==> src/rtl/cnn_pkg.sv <==
// Shared CNN types and sizes: sequencer state encoding, default layer count,
// counter widths and a layer one-hot helper.
package cnn_pkg;

  localparam int unsigned NUM_LAYERS_DEF = 4;
  localparam int unsigned MAX_LAYERS     = 8;
  localparam int unsigned LAYER_IDX_W    = 3;
  localparam int unsigned CLR_CNT_W      = 3;
  localparam int unsigned TIMER_W        = 32;
  localparam int unsigned TOTAL_W        = 32;

  typedef enum logic [2:0] {
    S_IDLE  = 3'd0,
    S_CLEAR = 3'd1,
    S_RUN   = 3'd2,
    S_NEXT  = 3'd3,
    S_DONE  = 3'd4,
    S_ERROR = 3'd5
  } seq_state_e;

  function automatic logic [MAX_LAYERS-1:0] layer_onehot(input logic [LAYER_IDX_W-1:0] idx);
    return MAX_LAYERS'(1) << idx;
  endfunction

endpackage

==> src/rtl/cnn_seq_timer.sv <==
// Per-layer run counter: held clear outside RUN, counts RUN cycles and raises
// a registered flag during the TIMEOUT_CYCLES-th RUN cycle.
module cnn_seq_timer
  import cnn_pkg::*;
#(
  parameter int unsigned TIMEOUT_CYCLES = 65535
) (
  input  logic clk,
  input  logic rst,
  input  logic clear_i,
  input  logic en_i,
  output logic timeout_o
);

  logic [TIMER_W-1:0] cnt_q;
  logic [TIMER_W-1:0] cnt_d;
  logic               timeout_q;

  always_comb begin
    cnt_d = cnt_q;
    if (clear_i) begin
      cnt_d = '0;
    end else if (en_i && (cnt_q != '1)) begin
      cnt_d = cnt_q + TIMER_W'(1);
    end
  end

  // Flag is looked ahead one cycle so it is high in the cycle the budget is used up.
  always_ff @(posedge clk) begin
    if (rst) begin
      cnt_q     <= '0;
      timeout_q <= 1'b0;
    end else begin
      cnt_q     <= cnt_d;
      timeout_q <= (cnt_d == TIMER_W'(TIMEOUT_CYCLES - 1));
    end
  end

  assign timeout_o = timeout_q;

endmodule

==> src/rtl/cnn_layer_sequencer.sv <==
// Sequences a chain of CNN layer engines: per-layer clear, run until done or
// timeout, ping-pong bank select, and a busy-cycle counter for the whole chain.
module cnn_layer_sequencer
  import cnn_pkg::*;
#(
  parameter int unsigned NUM_LAYERS     = NUM_LAYERS_DEF,
  parameter int unsigned CLEAR_CYCLES   = 2,
  parameter int unsigned TIMEOUT_CYCLES = 65535
) (
  input  logic                  clk,
  input  logic                  rst,
  input  logic                  start,
  input  logic [NUM_LAYERS-1:0] layer_done,
  output logic [NUM_LAYERS-1:0] layer_rst,
  output logic [NUM_LAYERS-1:0] layer_start,
  output logic                  bank_sel,
  output logic [2:0]            cur_layer,
  output logic                  busy,
  output logic                  done,
  output logic                  error,
  output logic [31:0]           total_cycles
);

  seq_state_e             state_q;
  seq_state_e             state_d;
  logic [LAYER_IDX_W-1:0] cur_q;
  logic [LAYER_IDX_W-1:0] cur_d;
  logic                   bank_q;
  logic                   bank_d;
  logic [CLR_CNT_W-1:0]   clr_cnt_q;
  logic [CLR_CNT_W-1:0]   clr_cnt_d;
  logic [TOTAL_W-1:0]     total_q;
  logic [TOTAL_W-1:0]     total_d;

  logic [NUM_LAYERS-1:0]  layer_rst_q;
  logic [NUM_LAYERS-1:0]  layer_rst_d;
  logic [NUM_LAYERS-1:0]  layer_start_q;
  logic [NUM_LAYERS-1:0]  layer_start_d;
  logic                   busy_q;
  logic                   busy_d;
  logic                   done_q;
  logic                   done_d;
  logic                   error_q;
  logic                   error_d;

  logic                   busy_st;
  logic                   cur_done;
  logic                   timeout;

  assign busy_st  = (state_q == S_CLEAR) || (state_q == S_RUN) || (state_q == S_NEXT);
  // Only the active layer's done bit matters; stale bits of other layers are masked.
  assign cur_done = |(MAX_LAYERS'(layer_done) & layer_onehot(cur_q));

  cnn_seq_timer #(
    .TIMEOUT_CYCLES(TIMEOUT_CYCLES)
  ) u_timer (
    .clk      (clk),
    .rst      (rst),
    .clear_i  (state_q != S_RUN),
    .en_i     (state_q == S_RUN),
    .timeout_o(timeout)
  );

  // State and datapath registers, plus the registered outputs.
  always_ff @(posedge clk) begin
    if (rst) begin
      state_q       <= S_IDLE;
      cur_q         <= '0;
      bank_q        <= 1'b0;
      clr_cnt_q     <= '0;
      total_q       <= '0;
      layer_rst_q   <= '1;
      layer_start_q <= '0;
      busy_q        <= 1'b0;
      done_q        <= 1'b0;
      error_q       <= 1'b0;
    end else begin
      state_q       <= state_d;
      cur_q         <= cur_d;
      bank_q        <= bank_d;
      clr_cnt_q     <= clr_cnt_d;
      total_q       <= total_d;
      layer_rst_q   <= layer_rst_d;
      layer_start_q <= layer_start_d;
      busy_q        <= busy_d;
      done_q        <= done_d;
      error_q       <= error_d;
    end
  end

  // Next state; done beats timeout in RUN, start is only heard when not busy.
  always_comb begin
    state_d   = state_q;
    cur_d     = cur_q;
    bank_d    = bank_q;
    clr_cnt_d = '0;
    total_d   = total_q;
    if (busy_st && (total_q != '1)) begin
      total_d = total_q + TOTAL_W'(1);
    end
    case (state_q)
      S_IDLE, S_DONE, S_ERROR: begin
        if (start) begin
          state_d = S_CLEAR;
          cur_d   = '0;
          bank_d  = 1'b0;
          total_d = '0;
        end
      end
      S_CLEAR: begin
        if (clr_cnt_q == CLR_CNT_W'(CLEAR_CYCLES - 1)) begin
          state_d = S_RUN;
        end else begin
          clr_cnt_d = clr_cnt_q + CLR_CNT_W'(1);
        end
      end
      S_RUN: begin
        if (cur_done) begin
          state_d = S_NEXT;
        end else if (timeout) begin
          state_d = S_ERROR;
        end
      end
      S_NEXT: begin
        if (cur_q == LAYER_IDX_W'(NUM_LAYERS - 1)) begin
          state_d = S_DONE;
        end else begin
          state_d = S_CLEAR;
          cur_d   = cur_q + LAYER_IDX_W'(1);
          bank_d  = ~bank_q;
        end
      end
      default: state_d = S_IDLE;
    endcase
  end

  // Output values for the upcoming state, loaded into the output registers.
  always_comb begin
    layer_rst_d   = '0;
    layer_start_d = '0;
    busy_d        = 1'b0;
    done_d        = 1'b0;
    error_d       = 1'b0;
    case (state_d)
      S_CLEAR: begin
        layer_rst_d = NUM_LAYERS'(layer_onehot(cur_d));
        busy_d      = 1'b1;
      end
      S_RUN: begin
        layer_start_d = NUM_LAYERS'(layer_onehot(cur_d));
        busy_d        = 1'b1;
      end
      S_NEXT:  busy_d = 1'b1;
      S_DONE:  done_d = 1'b1;
      S_ERROR: begin
        layer_rst_d = '1;
        error_d     = 1'b1;
      end
      default: ;
    endcase
  end

  assign layer_rst    = layer_rst_q;
  assign layer_start  = layer_start_q;
  assign bank_sel     = bank_q;
  assign cur_layer    = cur_q;
  assign busy         = busy_q;
  assign done         = done_q;
  assign error        = error_q;
  assign total_cycles = total_q;

endmodule

==> config.mk <==
export PLATFORM = sky130hd
export DESIGN_NAME = cnn_layer_sequencer
export DESIGN_NICKNAME = d
export VERILOG_FILES = /design/src/rtl/cnn_pkg.sv /design/src/rtl/cnn_seq_timer.sv /design/src/rtl/cnn_layer_sequencer.sv
export SDC_FILE = /design/constraint.sdc
export NUM_CORES = 1
export LEC_CHECK = 0
export ABC_AREA = 1
export ABC_CLOCK_PERIOD_IN_PS = 1900
export BUFFER_PORTS_ARGS = -buffer_cell sky130_fd_sc_hd__clkbuf_2
export CAP_MARGIN = 15
export CORE_MARGIN = 2
export CORE_UTILIZATION = 40
export CTS_BUF_LIST = sky130_fd_sc_hd__clkbuf_2 sky130_fd_sc_hd__clkbuf_4 sky130_fd_sc_hd__clkbuf_8
export DETAILED_ROUTE_END_ITERATION = 10
export PLACE_DENSITY = 0.66
export REMOVE_ABC_BUFFERS = 1
export SKIP_LAST_GASP = 1
export SYNTH_ARGS = -nofsm -noshare
export SYNTH_HDL_FRONTEND = slang
export SYNTH_SLANG_ARGS = --single-unit
export TNS_END_PERCENT = 10
==> constraint.sdc <==
create_clock -name clk -period 1.9 [get_ports clk]
set_input_delay 0.19 -clock clk [delete_from_list [all_inputs] [get_ports clk]]
set_output_delay 0.19 -clock clk [all_outputs]
set_load 0.02 [all_outputs]
==> results.txt, run 1 <==
----------------------------------------------------
[Synth]
  Number of enable flip-flop cells after synthesis ... 0
  Dominant synthesized flop cell ... dfxtp_1
  Seq/Total Area, Yosys ... 0.353
  Mux cell area share after synthesis ... 0
  Cell count after synthesis ... 775
  Register bit total from synthesis ... 86
  Top cells by count, synth ... 177 x nand2_1, 154 x nor2_1, 105 x inv_1, 86 x dfxtp_1, 77 x nand3_1
  Fraction of the mapped netlist area in adder cells ... 0.0205
  Compound-cell area share of the yosys netlist ... 0.0764
  Largest area contributor in the synthesized netlist ... dfxtp_1
  Fraction of post-synthesis cell area in the top cell type by area ... 0.353
  Share of synthesized cell area in and, or, nand and nor gates ... 0.442
  Share of flip-flops with an asynchronous set or reset ... 0
  Main area contributors after synthesis ... dfxtp_1 35%, nand2_1 14%, nor2_1 12%, inv_1 8.1%, nand3_1 7.9%
  Count of synthesis-stage warnings from yosys ... 0
  Cell area after technology mapping ... 4880 um^2
  Combinational family with the most area after synthesis ... simple AND/OR/NAND/NOR gates
  Cell with the most instances after synthesis ... nand2_1
  Mapped Avg Cell Area ... 6.30 um^2
  Distinct cell type count of the synthesized netlist ... 44
  Xor and xnor area share after synthesis ... 0.00897

[Clocking]
  Sink count of the clock tree ... 86
  Number of buffers added to fix hold violations after cts ... 0
  CTS root buffer ... clkbuf_8
  Clock latency at the later pin of the worst-skew pair ... 0.38 ns
  Clock buffer count from CTS ... 9
  Number of H-tree levels ... 3
  Clock transition at the registers of the reported paths ... 0.09 ns
  TritonCTS clock tree ... done
  Maximum buffer depth of the clock tree ... 2

[Routing]
  Detailed-route via count ... 5,476
  DR iter-0 viols ... 356
  Average detailed-routed wire length per instance ... 13.0 um
  Number of remaining DRC errors ... 0
  Overall routed net length ... 14.1 mm
  Post-detailed-route count of antenna-violating nets ... 0
  Post-DR vias/cell ... 5.04
  Detailed Routing Iterations Pass 1 ... 5

[Finish]
  Growth of design area from synthesis to finish ... 35.5%
  Final-layout fill cell count ... 1,183
  Diodes inserted ... 0
  Post-layout net count ... 949
  Proportion of layout cells with a drive suffix above 1 ... 0.289
  Final design utilization ... 0.553

[Floorplanning]
  Number of rows created at floorplan ... 40
  Area of the die ... 13,100 um^2
  Initial cell density of the core ... 0.408
  Number of top-level pins ... 54
  Core area ... 12,000 um^2
  Floorplan die height ... 114 um
  Die width ... 114 um

[Global routing]
  Aggregate global-route resource usage ... 0.214
  Maximum number of pins on one net before global-route repair ... 31
  Vias in the first global route ... 4,980
  Gr ovfl total ... 0
  First-pass GRT wire length ... 22.5 mm
  Antenna violations before repair ... 0

[Setup path]
  Worst reg-to-reg path cell count ... 11
  CP Max Fanout ... 6
  Worst Setup SP ... u_timer.cnt_q[29]$_SDFF_PP0_
  End of the worst register-to-register path ... u_timer.timeout_o$_SDFF_PP0_
  Data arrival time at the worst-slack endpoint ... 2.27 ns
  Critical R2R Launch ... u_timer.cnt_q[29]$_SDFF_PP0_
  Crit path capture type ... flop
  Reg2reg setup slack ... -0.04 ns
  Classification of the worst setup path ... flop to flop
  Capturing instance or port of the critical path ... u_timer.timeout_o$_SDFF_PP0_
  Startpoint types ... flop
  WP data required ... 2.23 ns

[Place]
  HPWL Detailed ... 10.4 mm
  Post-Place Worst Slack ... -0.0952 ns
  Global placer's final weighted congestion ... 0.924
  Buffers added on ports ... 53

[Power]
  Psw ... 911 uW
  Proportion of total power due to net switching ... 0.260
  Design internal power ... 2.60 mW
  Worst IR drop on VDD ... 0.422 mV
  Clock network fraction of total power ... 0.386
  Reg power frac ... 0.525
  Total design power ... 3.51 mW
  Comb power frac ... 0.089
  Lkg Pwr ... 2.78 nW
  Power Dens Cells ... 531 nW/um^2

[Worst hold path]
  Min-delay worst type ... input port to flop

[STA]
  Period Utilization, post-route ... 1.02
  Max Clock Skew ... 0.00774 ns
  Final number of max-transition violations ... 0
  Worst path setup slack after routing ... -0.0399 ns
  Worst-case headroom to the max-slew limit ... 0.705
  Count of endpoints failing setup in the final report ... 1
  Clock period minus final worst setup slack ... 1.94 ns
  RSZ-0062 raised after global routing ... true
  Final Hold Viols ... 0
  Measured slew at the worst slew-check pin ... 0.439 ns
  Total negative slack for setup checks ... -0.0399 ns
  Achievable Freq ... 516 MHz

[Job]
  Max-cap violations ... 0

[Run status]
  Violations in the final reports ... negative setup slack
  Result of the run ... finished, violations left

----------------------------------------------------
## worst min path at each step
stage                     slack [ns]               startpoint  cells past startpoint                     endpoint
after detailed placement        0.46  clr_cnt_q[0]$_SDFF_PP0_                      1      clr_cnt_q[0]$_SDFF_PP0_
final                           0.25                    start                      4  total_cycles[30]$_SDFF_PP0_
after CTS                       0.24                    start                      4  total_cycles[30]$_SDFF_PP0_
after floorplan                 0.26                      rst                      1      cur_layer[0]$_SDFF_PP0_
after global routing            0.27                    start                      4  total_cycles[30]$_SDFF_PP0_
after global placement          0.44  clr_cnt_q[0]$_SDFF_PP0_                      1      clr_cnt_q[0]$_SDFF_PP0_
## repair_timing
action / in CTS / in global routing
pin swaps: 2 / 26
buffers inserted: 0 / 6
resized for setup: 6 / 79
setup endpoints to repair: 2 / 46
gates cloned: 0 / 3
## power by group through the flow
stage | Clock, mW | Combinational, mW | Sequential (mW)
after global placement | 0 | 0.299 | 1.88
after detailed placement | 0 | 0.302 | 1.88
final | 1.36 | 0.311 | 1.84
after CTS | 1.40 | 0.307 | 1.84
after global routing | 1.45 | 0.344 | 1.85
after floorplan | 0 | 0.126 | 1.92
## registers in the layout (all words and copies together) (netlist names), 3 cells and up
name	flops
cur_layer	3
total_cycles	32
layer_start	4
state_q	3
layer_rst	4
u_timer.cnt_q	32
clr_cnt_q	3
## per-stage QoR
stage	hold WS, ns	cell area (um^2)	cells
after floorplan	0.262	4800	760
after global placement	0.437	6030	1061
after detailed placement	0.456	6030	1061
after CTS	0.242	6260	1077
after global routing	0.266	6610	1086
final	0.249	6610	1086
## worst max-delay path, cell delays in order, from the launching register on
cell and delay (ns):
dfxtp_2 0.40, nand2_1 0.10, nor2_1 0.14, inv_1 0.08, nor2_4 0.16, nand3_4 0.17, clkbuf_16 0.20, o21ai_1 0.16
nand4_1 0.15, nor2_2 0.15, nand3_1 0.09, nor2_1 0.08
## kinds of logic after synthesis
group / Yosys count
adder cells (fa/ha/maj): 8
buffers and inverters: 122
flip-flops: 86
AO/OA/AOI/OAI: 64
XOR/XNOR: 5
AND/OR/NAND/NOR: 490
## area by class of cell
cell class / instances / area (um^2) / area share
Multi-Input combinational cell: 567 / 2910 / 0.441
Sequential cell: 86 / 1740 / 0.264
Timing Repair Buffer: 163 / 1160 / 0.175
Inverter: 107 / 405 / 0.0613
Tap cell: 147 / 184 / 0.0278
Clock buffer: 10 / 138 / 0.0208
Clock inverter: 6 / 67.6 / 0.0102
## placed cells by master (no fill, tap or decap), drive strengths merged, types with 21 or more instances in the layout
cell	synthesis	layout
a21oi	24	24
nand2	181	181
nand3	81	81
nor3	32	32
dfxtp	86	86
o21ai	22	22
clkbuf	10	65
nor2	161	161
inv	106	107
nand4	21	21
buf	5	108
## metal layers
metal,vias up,share of wire,global-route usage,wire [um]
met2,155,0.47,0.356,6620
met1,2477,0.46,0.275,6510
met3,32,0.045,0.0492,633
met5,-,0,0,0
li1,2812,-,-,-
met4,0,0.027,0.0707,375
Power figures use the tool's default switching activity.
==> run 2, diff against run 1 <==
ABC_AREA = not set   (was 1)
CORE_UTILIZATION = 47   (was 40)
PLACE_DENSITY = 0.75   (was 0.66)
==> run 2 against run 1 <==
Compared with the run above: the flow still finishes with violations (negative setup slack); sequential share of layout area rose by 2.0 points; cell count fell by 25%; highest routed layer unchanged; die area fell by 25%; sequential power barely moved; non-clock buffer count rose by 44; combinational power fell by 32%; clock power barely moved; worst hold slack got worse by 0.032 ns.
==> results.txt, run 2 <==
----------------------------------------------------
[Run status]
  Result of the run ... finished, violations left
  Violations in the final reports ... negative setup slack

[STA]
  Achievable Freq ... 418 MHz (-19%)
  Worst-case headroom to the max-slew limit ... 0.529 (-0.175)
  Total negative slack for setup checks ... -5.53 ns (-5.49 ns)
  Measured slew at the worst slew-check pin ... 0.699 ns (+0.260 ns)
  Clock period minus final worst setup slack ... 2.39 ns (+0.453 ns)
  Final number of max-transition violations ... 0 (unchanged)
  Worst path setup slack after routing ... -0.493 ns (-0.453 ns)
  RSZ-0062 raised after global routing ... true
  Max Clock Skew ... 0.0163 ns (+0.00858 ns)
  Count of endpoints failing setup in the final report ... 46 (+45)
  Period Utilization, post-route ... 1.26 (+0.238)
  Final Hold Viols ... 0 (unchanged)
  Minimum hold slack ... 0.218 ns (-0.0315 ns)

[Finish]
  Final design utilization ... 0.706 (+0.153)
  Highest-count cells in the layout ignoring fill and taps ... 149 x buf_4, 74 x nor2_1, 70 x dfxtp_1
  Final instance area ... 6190 um^2 (-6.4%)
  Number of non-filler instances in the completed layout ... 819 (-25%)
  Final-layout fill cell count ... 649 (-45%)
  Post-layout net count ... 721 (-24%)
  Diodes inserted ... 0 (unchanged)
  Most frequent standard cell in the layout excluding fill and tap cells ... buf_4
  Proportion of layout cells with a drive suffix above 1 ... 0.406 (+0.118)
  Growth of design area from synthesis to finish ... 45.5%
  Multi-input gate area ... 2580 um^2 (-11%)
  Sequential cell area ... 1750 um^2 (+0.50%)

[Floorplanning]
  Floorplan die height ... 99.1 um (-13%)
  Number of rows created at floorplan ... 34 (-15%)
  Die width ... 99.1 um (-13%)
  Area of the die ... 9820 um^2 (-25%)
  Number of top-level pins ... 54 (unchanged)
  Core area ... 8760 um^2 (-27%)
  Initial cell density of the core ... 0.485 (+0.0771)

[Synth]
  Number of enable flip-flop cells after synthesis ... 0 (unchanged)
  Share of flip-flops with an asynchronous set or reset ... 0 (unchanged)
  Distinct cell type count of the synthesized netlist ... 57 (+30%)
  Main area contributors after synthesis ... dfxtp_1 41%, xor2_1 7.8%, nor2_1 6.9%, nand4_1 4.4%, xnor2_1 3.5%
  Cell with the most instances after synthesis ... dfxtp_1
  Mapped Avg Cell Area ... 8.37 um^2 (+33%)
  Top cells by count, synth ... 86 x dfxtp_1, 78 x nor2_1, 38 x xor2_1, 36 x nand2_1, 30 x nand4_1
  Count of synthesis-stage warnings from yosys ... 0 (unchanged)
  Register bit total from synthesis ... 86 (unchanged)
  Dominant synthesized flop cell ... dfxtp_1
  Cell count after synthesis ... 508 (-34%)
  Seq/Total Area, Yosys ... 0.405 (+0.0522)
  Cell area after technology mapping ... 4250 um^2 (-13%)
  Largest area contributor in the synthesized netlist ... dfxtp_1
  Fraction of post-synthesis cell area in the top cell type by area ... 0.405 (+0.0522)

[Routing]
  Post-detailed-route count of antenna-violating nets ... 0 (unchanged)
  Detailed Routing Iterations Pass 1 ... 5 (unchanged)
  Post-DR vias/cell ... 5.51 (+9.2%)
  DR iter-0 viols ... 229 (-36%)
  Detailed-route via count ... 4,511 (-18%)
  Number of remaining DRC errors ... 0 (unchanged)
  Overall routed net length ... 12.7 mm (-10%)
  Average detailed-routed wire length per instance ... 15.5 um (+19%)

[Setup path]
  WP data required ... 2.21 ns (-0.02 ns)
  Startpoint types ... flop
  Crit path capture type ... flop
  Data arrival time at the worst-slack endpoint ... 2.71 ns (+0.44 ns)
  Classification of the worst setup path ... flop to flop
  CP Max Fanout ... 10 (+4)

[Global routing]
  Maximum number of pins on one net before global-route repair ... 34 (+9.7%)
  Vias in the first global route ... 4,488 (-9.9%)
  First-pass GRT wire length ... 20.8 mm (-7.6%)
  Gr ovfl total ... 0 (unchanged)
  Aggregate global-route resource usage ... 0.258 (+0.0436)
  Antenna violations before repair ... 0 (unchanged)

[Clocking]
  Clock transition at the registers of the reported paths ... 0.10 ns (about the same)
  Number of H-tree levels ... 3 (unchanged)
  Clock buffer count from CTS ... 9 (unchanged)
  CTS root buffer ... clkbuf_8
  Maximum buffer depth of the clock tree ... 2 (unchanged)
  Sink count of the clock tree ... 86 (unchanged)
  Clock latency at the later pin of the worst-skew pair ... 0.38 ns (about the same)
  TritonCTS clock tree ... done

[Place]
  Post-Place Worst Slack ... -0.455 ns (-0.359 ns)
  Area post-placement ... 5670 um^2 (-5.9%)
  HPWL Detailed ... 8.83 mm (-15%)
  Buffers added on ports ... 53 (unchanged)
  # placed instances ... 794 (-25%)
  Global placer's final weighted congestion ... 0.926 (+0.23%)

[Power]
  Lkg Pwr ... 2.48 nW (-11%)
  Worst IR drop on VDD ... 0.451 mV (+6.9%)
  Total design power ... 3.42 mW (-2.6%)
  Power Dens Cells ... 552 nW/um^2 (+4.1%)

[Worst hold path]
  Min-delay worst type ... input port to flop

[Job]
  Max-cap violations ... 0 (unchanged)

----------------------------------------------------
-- run 2: worst max-delay path: stages, from the launching register on --
cell       delay, ns
dfxtp_4         0.38
nand3_2         0.10
nor4_2          0.31
buf_4           0.17
buf_6           0.15
nand3_1         0.13
mux2i_2         0.23
nand4_1         0.16
a2111oi_1       0.45
o2111a_1        0.25
-- run 2: final timing paths --
check,from,cells after the start,slack (ns),endpoint
setup reg to reg,u_timer.cnt_q[19]$_SDFF_PP0_,9,-0.49,u_timer.timeout_o$_SDFF_PP0_
setup / recovery,u_timer.cnt_q[19]$_SDFF_PP0_,9,-0.49,u_timer.timeout_o$_SDFF_PP0_
hold / removal,rst,3,0.22,state_q[1]$_SDFF_PP0_
hold reg to reg,clr_cnt_q[0]$_SDFF_PP0_,1,0.47,clr_cnt_q[0]$_SDFF_PP0_
-- run 2: routing by layer --
| layer | vias to the layer above | track usage | wire, um |
|---|---|---|---|
| li1 | 2195 | - | - |
| met1 | 2145 | 0.326 | 5380 |
| met2 | 140 | 0.453 | 6450 |
| met3 | 31 | 0.0464 | 647 |
| met4 | 0 | 0.0717 | 221 |
| met5 | - | 0 | 0 |
-- run 2: cell families after synthesis --
family,Yosys count,synth area share
simple gates,247,0.299
flops,86,0.405
compound gates,72,0.115
xor+xnor,55,0.113
buf+inv,35,0.0330
fa+ha+maj,8,0.0236
mux,5,0.0118
-- run 2: what timing repair did --
item                                   4_1_cts  5_1_grt
endpoints found under the hold margin        0        0
buffers inserted                             8        1
pin swaps                                   14       14
hold buffers                                 0        0
resized for setup                           24       41
setup endpoints to repair                   54       72
-- run 2: power breakdown --
part           total (mW)  internal, mW  switching [mW]
Clock                1.38         0.635           0.745
Combinational       0.212        0.0818           0.130
Sequential           1.82          1.81         0.00897
-- run 2: area by class of cell --
cell class                 count  area share
multi-input combinational    387       0.418
tap                          108      0.0218
sequential                    86       0.283
inverter                      15     0.00910
clock buffer                   9      0.0200
clock inverter                 7      0.0138
timing repair buffer         207       0.234
==> run 3, diff against run 2 <==
ABC_CLOCK_PERIOD_IN_PS = 2750   (was 1900)
CELL_PAD_IN_SITES_DETAIL_PLACEMENT = 2   (was not set)
CELL_PAD_IN_SITES_GLOBAL_PLACEMENT = 2   (was not set)
CORE_UTILIZATION = 36   (was 47)
PLACE_DENSITY = not set   (was 0.75)
PLACE_DENSITY_LB_ADDON = 0.08   (was not set)
clock period = 2.75 ns   (was 1.9 ns; I/O delays follow)
==> run 3 against run 2 <==
Compared with the run above: the run now ends clean; fmax down 7.5%; critical endpoint unchanged; critical path depth down 2; die area is 29% higher; clock-buffer cell count is 1 higher; clock power fell by 17%; total power is 26% lower; critical path type unchanged; cell count shrank 12%.
==> results.txt, run 3 (same netlist as run 2, synthesis figures left out) <==
----------------------------------------------------
[Worst hold path]
  Worst-case hold path end point ... u_timer.cnt_q[12]$_SDFF_PP0_
  Worst Min Path Start ... rst
  Min-Delay Path Depth ... 3 (unchanged)
  Min-delay worst type ... input port to flop

[Routing]
  Number of remaining DRC errors ... 0 (unchanged)
  Detailed Routing Iterations Pass 1 ... 4 (-1)
  Highest layer used for signal routing ... met4
  Post-DR vias/cell ... 5.52 (+0.13%)
  Average detailed-routed wire length per instance ... 18.3 um (+18%)
  Met2 routed WL ... 6.58 mm (+2.0%)
  Detailed-route via count ... 3,971 (-12%)
  Overall routed net length ... 13.1 mm (+3.5%)
  Wire length on met3 ... 333 um (-49%)
  Routed length on met1 ... 6.05 mm (+12%)
  DR iter-0 viols ... 140 (-39%)
  Post-detailed-route count of antenna-violating nets ... 0 (unchanged)

[Global routing]
  Maximum number of pins on one net before global-route repair ... 34 (unchanged)
  Antenna violations before repair ... 0 (unchanged)
  Gr ovfl total ... 0 (unchanged)
  First-pass GRT wire length ... 22.0 mm (+5.5%)
  Aggregate global-route resource usage ... 0.217 (-0.0407)
  Vias in the first global route ... 4,230 (-5.7%)

[Finish]
  Proportion of layout cells with a drive suffix above 1 ... 0.198 (-0.209)
  Diodes inserted ... 0 (unchanged)
  Growth of design area from synthesis to finish ... 19.0%
  Highest-count cells in the layout ignoring fill and taps ... 85 x dfxtp_1, 78 x nor2_1, 53 x clkbuf_2
  Final instance area ... 5060 um^2 (-18%)
  Most frequent standard cell in the layout excluding fill and tap cells ... dfxtp_1
  Post-layout net count ... 587 (-19%)

[Floorplanning]
  Core area ... 11,500 um^2 (+31%)
  Initial cell density of the core ... 0.371 (-0.114)
  Die width ... 113 um (+14%)
  Number of rows created at floorplan ... 39 (+15%)
  Area of the die ... 12,700 um^2 (+29%)
  Number of top-level pins ... 54 (unchanged)
  Floorplan die height ... 113 um (+14%)

[Setup path]
  Cells along the critical path ... nand3_2 -> or4_4 -> or2_4 -> or4_1 -> a21oi_1 -> a2111oi_1 -> o2111a_1
  Reg2reg setup slack ... 0.16 ns (+0.66 ns)
  Delay of the slowest cell on the worst path ... 0.59 ns (+0.14 ns)
  Data arrival time at the worst-slack endpoint ... 2.85 ns (+0.14 ns)
  End of the worst register-to-register path ... u_timer.timeout_o$_SDFF_PP0_
  WP data required ... 3.02 ns (+0.81 ns)
  Worst reg-to-reg path cell count ... 7 (-2)
  Critical R2R Launch ... u_timer.cnt_q[11]$_SDFF_PP0_
  Top Family by Delay on Critical Path ... simple AND/OR/NAND/NOR gates
  CP Max Fanout ... 7 (-3)
  Startpoint types ... flop
  Crit path capture type ... flop
  Classification of the worst setup path ... flop to flop
  Crit path max-delay cell type ... or4_4
  Number of buffer and inverter instances along the worst setup path ... 0 (-2)

[STA]
  Final Hold Viols ... 0 (unchanged)
  Worst-case headroom to the max-slew limit ... 0.548 (+0.0187)
  Clock period minus final worst setup slack ... 2.59 ns (+0.193 ns)
  Period Utilization, post-route ... 0.940 (-0.319)
  RSZ-0062 raised after global routing ... false
  Final number of max-transition violations ... 0 (unchanged)
  Worst path setup slack after routing ... 0.164 ns (+0.657 ns)
  Measured slew at the worst slew-check pin ... 0.671 ns (-0.0278 ns)
  Minimum hold slack ... 0.247 ns (+0.0298 ns)
  Max Clock Skew ... 0.0108 ns (-0.00551 ns)
  Achievable Freq ... 387 MHz (-7.5%)
  Count of endpoints failing setup in the final report ... 0 (-100%)

[Place]
  Global placer's final weighted congestion ... 0.842 (-9.1%)
  Post-Place Worst Slack ... 0.147 ns (+0.602 ns)
  Area post-placement ... 4760 um^2 (-16%)
  HPWL Detailed ... 9.60 mm (+8.7%)
  Buffers added on ports ... 53 (unchanged)

[Clocking]
  Sink count of the clock tree ... 86 (unchanged)
  Number of H-tree levels ... 3 (unchanged)
  Clock latency at the later pin of the worst-skew pair ... 0.38 ns (about the same)
  Maximum buffer depth of the clock tree ... 2 (unchanged)
  Clock transition at the registers of the reported paths ... 0.09 ns (about the same)
  Clock buffer count from CTS ... 9 (unchanged)
  CTS root buffer ... clkbuf_8
  TritonCTS clock tree ... done
  Post-CTS Setup Bufs ... 0 (-8)

[Power]
  Power Dens Cells ... 499 nW/um^2 (-9.6%)
  Worst IR drop on VDD ... 0.248 mV (-45%)
  Lkg Pwr ... 1.78 nW (-28%)

[Run status]
  Result of the run ... completed

[Job]
  Max-cap violations ... 0 (unchanged)

----------------------------------------------------
-- run 3: worst max path at each step --
| stage | startpoint | endpoint | depth (start not counted) |
|---|---|---|---|
| after floorplan | u_timer.cnt_q[11]$_SDFF_PP0_ | u_timer.timeout_o$_SDFF_PP0_ | 7 |
| after detailed placement | u_timer.cnt_q[2]$_SDFF_PP0_ | u_timer.timeout_o$_SDFF_PP0_ | 8 |
| after CTS | u_timer.cnt_q[2]$_SDFF_PP0_ | u_timer.timeout_o$_SDFF_PP0_ | 8 |
| final | u_timer.cnt_q[11]$_SDFF_PP0_ | u_timer.timeout_o$_SDFF_PP0_ | 7 |
| after global placement | u_timer.cnt_q[14]$_SDFF_PP0_ | u_timer.timeout_o$_SDFF_PP0_ | 8 |
| after global routing | u_timer.cnt_q[11]$_SDFF_PP0_ | u_timer.timeout_o$_SDFF_PP0_ | 7 |
-- run 3: cell type report --
| class | instances | area (um^2) |
|---|---|---|
| clock buffer | 10 | 138 |
| clock inverter | 6 | 115 |
| fill | 1303 | 6410 |
| inverter | 15 | 56.3 |
| multi-input combinational | 387 | 2430 |
| sequential | 86 | 1720 |
| tap | 143 | 179 |
| timing repair buffer | 73 | 415 |
-- run 3: where the power goes --
part / internal [mW] / switching, mW / total [mW] / leakage (nW)
Sequential: 1.26 / 0.00983 / 1.27 / 0.695
Clock: 0.635 / 0.506 / 1.14 / 0.124
Combinational: 0.0359 / 0.0797 / 0.116 / 0.965
Total: 1.93 / 0.596 / 2.52 / 1.78
-- run 3: per-stage QoR --
stage	util	total power, mW	TNS, ns	instances
CTS	0.438	2.56	0	720
floorplan	-	1.36	-0.0220	488
finish	0.441	2.52	0	720
global route	0.441	2.63	0	720
detailed placement	0.415	1.41	0	704
global placement	0.415	1.41	0	704
-- run 3: worst reg2reg max path: cells and delay by family (launching register included) --
| kind | cells | cell delay (ns) |
|---|---|---|
| AOI/OAI and AO/OA | 3 | 0.48 |
| DFF | 1 | 0.47 |
| and+or+nand+nor | 4 | 1.54 |
-- run 3: layer usage --
metal	vias up	track usage
li1	1923	-
met2	54	0.378
met5	-	0
met1	1981	0.271
met4	0	0.0732
met3	13	0.0373
-- run 3: repair_timing --
item / in CTS / in global routing
resized for setup: 0 / 9
setup endpoints to repair: 0 / 1
hold buffers: 0 / 0
